==> src/rtl/dispatch_busytable.sv <==
// Dispatch stage: looks up operand busy state for the renamed instruction and
// registers it in a one-entry valid/ready stage feeding the issue queue enqueue port.
module dispatch_busytable #(
  parameter int PREG_W       = 6,
  parameter int NUM_PREG     = 64,
  parameter int ROB_SIZE_LOG = 6,
  parameter int PAYLOAD_W    = 128
) (
  input  logic                    clock,
  input  logic                    reset_n,
  input  logic                    rn_valid,
  output logic                    rn_ready,
  input  logic [PREG_W-1:0]       rn_prs1,
  input  logic [PREG_W-1:0]       rn_prs2,
  input  logic [PREG_W-1:0]       rn_prd,
  input  logic                    rn_src1_is_reg,
  input  logic                    rn_src2_is_reg,
  input  logic                    rn_need_to_wb,
  input  logic                    rn_robidx_flag,
  input  logic [ROB_SIZE_LOG-1:0] rn_robidx,
  input  logic [PAYLOAD_W-1:0]    rn_payload,
  output logic                    enq_instr0_valid,
  input  logic                    enq_instr0_ready,
  output logic [PREG_W-1:0]       enq_instr0_prs1,
  output logic [PREG_W-1:0]       enq_instr0_prs2,
  output logic [PREG_W-1:0]       enq_instr0_prd,
  output logic                    enq_instr0_src1_is_reg,
  output logic                    enq_instr0_src2_is_reg,
  output logic                    enq_instr0_need_to_wb,
  output logic                    enq_instr0_src1_state,
  output logic                    enq_instr0_src2_state,
  output logic                    enq_instr0_robidx_flag,
  output logic [ROB_SIZE_LOG-1:0] enq_instr0_robidx,
  output logic [PAYLOAD_W-1:0]    enq_instr0_payload,
  input  logic                    writeback0_valid,
  input  logic                    writeback0_need_to_wb,
  input  logic [PREG_W-1:0]       writeback0_prd,
  input  logic                    writeback1_valid,
  input  logic                    writeback1_need_to_wb,
  input  logic [PREG_W-1:0]       writeback1_prd,
  input  logic                    flush_valid,
  input  logic                    flush_robidx_flag,
  input  logic [ROB_SIZE_LOG-1:0] flush_robidx
);

  logic [NUM_PREG-1:0] busy;
  logic [NUM_PREG-1:0] busy_set;
  logic [NUM_PREG-1:0] busy_clr;
  logic [NUM_PREG-1:0] busy_nxt;
  logic                accept;
  logic                held_younger;
  logic                rn_src1_state;
  logic                rn_src2_state;

  function automatic logic wb_hit(input logic [PREG_W-1:0] p);
    return (writeback0_valid & writeback0_need_to_wb & (writeback0_prd == p)) |
           (writeback1_valid & writeback1_need_to_wb & (writeback1_prd == p));
  endfunction

  assign rn_ready = ~flush_valid & (~enq_instr0_valid | enq_instr0_ready);
  assign accept   = rn_valid & rn_ready;

  // Same-cycle writeback bypass so a just-woken operand is never reported busy.
  assign rn_src1_state = rn_src1_is_reg & (rn_prs1 != '0) & busy[rn_prs1] & ~wb_hit(rn_prs1);
  assign rn_src2_state = rn_src2_is_reg & (rn_prs2 != '0) & busy[rn_prs2] & ~wb_hit(rn_prs2);

  assign held_younger = (flush_robidx_flag ^ enq_instr0_robidx_flag) ^
                        (flush_robidx < enq_instr0_robidx);

  always_comb begin
    busy_set = '0;
    busy_clr = '0;
    if (accept && rn_need_to_wb && (rn_prd != '0))
      busy_set[rn_prd] = 1'b1;
    if (writeback0_valid && writeback0_need_to_wb)
      busy_clr[writeback0_prd] = 1'b1;
    if (writeback1_valid && writeback1_need_to_wb)
      busy_clr[writeback1_prd] = 1'b1;
    // Allocation wins over a clear of the same preg in the same cycle.
    busy_nxt    = (busy & ~busy_clr) | busy_set;
    busy_nxt[0] = 1'b0;
  end

  always_ff @(posedge clock or negedge reset_n) begin
    if (!reset_n)
      busy <= '0;
    else
      busy <= busy_nxt;
  end

  always_ff @(posedge clock or negedge reset_n) begin
    if (!reset_n)
      enq_instr0_valid <= 1'b0;
    else if (accept)
      enq_instr0_valid <= 1'b1;
    else if (enq_instr0_valid && flush_valid && held_younger)
      enq_instr0_valid <= 1'b0;
    else if (enq_instr0_valid && enq_instr0_ready)
      enq_instr0_valid <= 1'b0;
  end

  // Payload flops carry no reset; a held entry keeps tracking wakeups.
  always_ff @(posedge clock) begin
    if (accept) begin
      enq_instr0_prs1        <= rn_prs1;
      enq_instr0_prs2        <= rn_prs2;
      enq_instr0_prd         <= rn_prd;
      enq_instr0_src1_is_reg <= rn_src1_is_reg;
      enq_instr0_src2_is_reg <= rn_src2_is_reg;
      enq_instr0_need_to_wb  <= rn_need_to_wb;
      enq_instr0_src1_state  <= rn_src1_state;
      enq_instr0_src2_state  <= rn_src2_state;
      enq_instr0_robidx_flag <= rn_robidx_flag;
      enq_instr0_robidx      <= rn_robidx;
      enq_instr0_payload     <= rn_payload;
    end else begin
      if (enq_instr0_src1_is_reg && wb_hit(enq_instr0_prs1))
        enq_instr0_src1_state <= 1'b0;
      if (enq_instr0_src2_is_reg && wb_hit(enq_instr0_prs2))
        enq_instr0_src2_state <= 1'b0;
    end
  end

endmodule

==> config.mk <==
export PLATFORM = sky130hd
export DESIGN_NAME = dispatch_busytable
export DESIGN_NICKNAME = d
export VERILOG_FILES = /design/src/rtl/dispatch_busytable.sv
export SDC_FILE = /design/constraint.sdc
export NUM_CORES = 1
export LEC_CHECK = 0
export ABC_AREA = 1
export BUFFER_PORTS_ARGS = -buffer_cell sky130_fd_sc_hd__buf_2
export CAP_MARGIN = 20
export CORE_MARGIN = 5
export CORE_UTILIZATION = 55
export CTS_CLUSTER_SIZE = 14
export DETAILED_ROUTE_END_ITERATION = 10
export GPL_TIMING_DRIVEN = 0
export MAX_ROUTING_LAYER = met4
export PLACE_DENSITY_LB_ADDON = 0.12
export SETUP_SLACK_MARGIN = 0.02
export SYNTH_ARGS = -nofsm -noshare
export SYNTH_HDL_FRONTEND = slang
export SYNTH_SLANG_ARGS = --single-unit
==> constraint.sdc <==
create_clock -name clock -period 6.75 [get_ports clock]
set_clock_uncertainty 0.05 [all_clocks]
set_input_delay 1.35 -clock clock [delete_from_list [all_inputs] [get_ports clock]]
set_output_delay 1.35 -clock clock [all_outputs]
set_load 0.05 [all_outputs]
; Word-level counts from Yosys, hierarchy flattened
; Index checks and enable logic that the tools add are counted.
[word_totals]
output_inout_bits = 160
in_bits = 184
ff_bits = 222
[op_classes]
n_bitwise = 33
mux = 20
reduce_logical = 18
n_eq_ne = 8
magnitude_cmp = 9
[op_table]
columns = operator, count
row1 = $mux 64, 3
row2 = $or 64x64->64, 2
row3 = $and 64x64->64, 1
row4 = $not 64->64, 1
row5 = $eq 6x6->1, 8
row6 = $lt 6x7->1 const B, 5
row7 = $and 1x1->1, 18
row8 = $demux 1 s6, 3
row9 = $ge 6x1->1 const B, 3
row10 = $reduce_bool 6->1, 3
row11 = $bmux 1 s6, 2
row12 = $logic_and 1x1->1, 12
row13 = $mux 1, 12
row14 = $lt 6x6->1, 1
row15 = $or 1x1->1, 5
row16 = $not 1->1, 4
row17 = $reduce_bool 2->1, 2
row18 = $reduce_bool 3->1, 1
row19 = $xor 1x1->1, 2

; Longest topological paths before layout
[depth]
depth_word = 10
ltp_mapped = 13
depth_no_buf = 12

; Least setup slack after synthesis
; OpenSTA, ideal clock, no wires.
[synth_path]
kind = input -> register
from = input enq_instr0_ready
to = register enq_instr0_src2_state, data pin
stages = 10
t_required_ps = 6562
slack_ps = 369
arrival_ps = 6193
setup_time_ps = 138
path_cell_list = inv_1 > nand2_1 > inv_1 > nor2_1 > nand2_1 > inv_1 > nand2_1 > a21oi_1 > nand3_1 > nor2_1
[synth_via]
elab_chain_len = 4
[synth_lines]
columns = item, line
row1 = "start, declared", 23  ; input logic enq_instr0_ready,
row2 = $or 1x1->1, 60  ; assign rn_ready = ~flush_valid & (~enq_instr0_valid | enq_instr0_ready);
row3 = $and 1x1->1, 60
row4 = via rn_ready, 12  ; output logic rn_ready,
row5 = $and 1x1->1, 61  ; assign accept = rn_valid & rn_ready;
row6 = via accept, 50  ; logic accept;
row7 = $mux 1, 104  ; if (accept) begin
row8 = "end signal, assigned", 112  ; enq_instr0_src2_state <= rn_src2_state;
row9 = "end, declared", 31  ; output logic enq_instr0_src2_state,
; The timed path passes the listed nets, and every way through them passes these cells.
; A chain may end at the register's enable or synchronous reset.

; Worst setup path after layout
[layout_path]
from = input enq_instr0_ready
to = output rn_ready
[layout_via]
elab_chain_len = 2
[layout_lines]
columns = item, line
row1 = $or 1x1->1, 60
row2 = $and 1x1->1, 60
row3 = "end, declared", 12
; No other way between the ends.

==> results.json <==
{
  "whs_ns": 0.474,
  "port_buffers": 334,
  "grt.overflow.total": 0,
  "synth_cell_type_count": 37,
  "dieWidth_um": 147,
  "hold_path.class": "flip-flop to flip-flop",
  "internal_power_mw": 2.38,
  "yosys-top-cells-count": "nand2_1 (270), edfxtp_1 (158), inv_1 (119), nand3_1 (114), o21ai_0 (68)",
  "antenna_cells": 0,
  "drt_pass1_iterations": 5,
  "slew_viol_final": 0,
  "syn_area_um2": 10300,
  "cp-end-kind": "output port",
  "syn_nets": 1240,
  "die_area_um2": 21600,
  "cp_slowest_stage_delay_ns": 0.28,
  "switching_share_pct": 29.6,
  "path_class": "input port to output port",
  "grt_max_degree": 114,
  "syn_inst": 1051,
  "grt_pass1_wl_um": 54800,
  "final_cells": 1663,
  "power_density_nw_per_um2": 260,
  "ys_seq_area_share_pct": 61.4,
  "finalHoldViolCount": 0,
  "seq_power_share_pct": 47.4,
  "largest_reg_flops": 128,
  "cts-htree-levels": 1,
  "post-route-period-util_pct": 49.5,
  "yosysMostFrequentCell": "nand2_1",
  "post-cts-setup-buffers": 0,
  "fmax_mhz": 299,
  "insertion_delay_ns": 0.54,
  "grt_pass1_vias": 9229,
  "cts_made_buffers": 23,
  "p_sw_mw": 1.00,
  "vias": 9587,
  "async_flop_share_pct": 28.8,
  "synth_top_area_share_pct": 45.9,
  "min_period_ns": 3.34,
  "clkSinkCount": 222,
  "synth_edf_count": 158,
  "ys_seq_elements": 222,
  "cp_data_required_time_ns": 5.35,
  "combPwrFrac_pct": 17.6,
  "fp.dieH_um": 147,
  "clockPowerShare_pct": 35.0,
  "core-area_um2": 18600,
  "grt_usage_pct": 34.3,
  "cap_violations": 0,
  "slowest_stage": "buf_2",
  "ctsResizeCount": 0,
  "place.gp.congestion": 1.01,
  "worstSetupStartpointType": "input port",
  "drive_gt1_share_pct": 28.8,
  "dpl.hpwl_um": 27800,
  "synth.avg_cell_area_um2": 9.83,
  "fp-row-count": 50,
  "drtIter0Drc": 1080,
  "maxSlewHeadroom_pct": 23.5,
  "reg_top3": "enq_instr0_payload (128), busy (63)",
  "rsz0062_at_grt": "no",
  "drcViolationCount": 0,
  "place_inst": 1620,
  "initial_utilization_pct": 55.6,
  "hold_buffers": 0,
  "ys.warnings.count": 0,
  "cp.arrival_ns": 1.94,
  "cp_max_fo": 2,
  "filler_cell_count": 1469,
  "cp.buffers_inverters": 4,
  "area_growth_pct": 26.2,
  "cp_top_family": "buffers and inverters",
  "max-vdd-ir-drop_uv": 275,
  "p_leak_nw": 5.83,
  "path_clk_slew_ns": 0.06,
  "wl_per_cell_um": 22.3,
  "antenna_found_initial": 0,
  "cts_root_buf": "clkbuf_16",
  "viasPerCell": 5.76,
  "worstMarginPinSlew_ns": 1.14,
  "synth.area.top_cells": "edfxtp_1 (46%), dfrtp_1 (16%), nand2_1 (9.8%)",
  "finalSetupViolCount": 0,
  "yosysTopAreaCell": "edfxtp_1",
  "synth_ff_type": "edfxtp_1",
  "cts_buffer_depth": 3,
  "design_power_total_mw": 3.39,
  "ant_nets": 0,
  "io_pins": 344,
  "status": "complete, no violations",
  "utilization_pct": 70.2,
  "fin_nets": 1601,
  "cts_tree": "yes",
  "cp_cell_sequence": "buf_2 > inv_1 > nand2_1 > inv_1 > nor2_1 > buf_2",
  "totalWireLength_um": 37100,
  "regMostFlops": "enq_instr0_payload"
}
## worst register-to-register path: cells and delay by family (launching register included)
kind / cells / cell delay, ns
DFF: 1 / 0.38
buffers and inverters: 3 / 1.00
and+or+nand+nor: 3 / 0.59
## metal layers
layer	wire, µm	global-route usage [%]
met5	0	-
met4	1300	10.2
met3	4290	7.71
met2	17700	54.8
met1	13800	44.4
## through the flow
stage,instance area (µm²),TNS (ns),worst slack [ns]
3_5_place_dp,12300,0,3.17
3_3_place_gp,12300,-2.94,-0.264
5_1_grt,13000,0,3.33
6_report,13000,0,3.41
2_1_floorplan,10300,0,0.369
4_1_cts,13000,0,3.40
## worst paths after layout
path | startpoint | depth (start not counted) | end | slack [ns]
min in group asynchronous | reset_n | 1 | busy[7]$_DFF_PN0_ | 0.87
hold / removal | busy[16]$_DFF_PN0_ | 2 | busy[16]$_DFF_PN0_ | 0.47
hold reg to reg | busy[16]$_DFF_PN0_ | 2 | busy[16]$_DFF_PN0_ | 0.47
max in group asynchronous | reset_n | 1 | busy[49]$_DFF_PN0_ | 5.21
setup reg to reg | enq_instr0_valid$_DFFE_PN0P_ | 6 | enq_instr0_payload[61]$_DFFE_PP_ | 4.19
setup / recovery | enq_instr0_ready | 6 | rn_ready | 3.41
## placed cells by master (no fill, tap or decap), types with 2 or more instances in the layout
master / instances
clkbuf_1: 20
nand3b_1: 4
a221oi_1: 3
edfxtp_1: 158
o221ai_1: 14
dfrtp_1: 64
o31ai_1: 7
a211oi_1: 2
nand2_1: 270
xnor2_1: 4
o2111ai_1: 2
o211ai_1: 16
clkinv_2: 5
nor3_1: 25
nand4_2: 4
xor2_1: 7
a221o_1: 4
a21oi_1: 26
inv_6: 2
buf_2: 357
inv_1: 118
o21ai_0: 68
nand3_1: 114
nor2_1: 47
clkbuf_16: 23
inv_2: 4
or2_2: 2
ha_1: 5
nand4_1: 4
clkbuf_8: 2
o22ai_1: 13
buf_4: 2
nand4_4: 3
o21ai_1: 19
## power by group through the flow
stage               Clock [mW]  Sequential (mW)  Combinational [mW]
global route              1.26             1.61               0.635
floorplan                    0             1.77               0.234
CTS                       1.20             1.60               0.585
global placement             0             1.63               0.572
detailed placement           0             1.63               0.582
finish                    1.19             1.60               0.596
## cell families (layout without fill, tap and decap cells)
| group | Yosys count | count (layout) | synth area share, % |
|---|---|---|---|
| fa+ha+maj | 5 | 5 | 0.605 |
| simple gates | 476 | 476 | 20.5 |
| buf+inv | 160 | 538 | 6.14 |
| compound gates | 177 | 177 | 10.4 |
| flops | 222 | 222 | 61.4 |
| xor+xnor | 11 | 11 | 0.932 |
## layout make-up
type | instances | area, µm² | share of cell area (%)
tap | 234 | 293 | 2.25
sequential | 222 | 6350 | 48.7
inverter | 124 | 470 | 3.61
clock buffer | 34 | 637 | 4.88
multi-input combinational | 669 | 3350 | 25.7
timing repair buffer | 336 | 1710 | 13.1
clock inverter | 8 | 61.3 | 0.470
buffer | 36 | 169 | 1.30
Power figures use the tool's default switching activity.
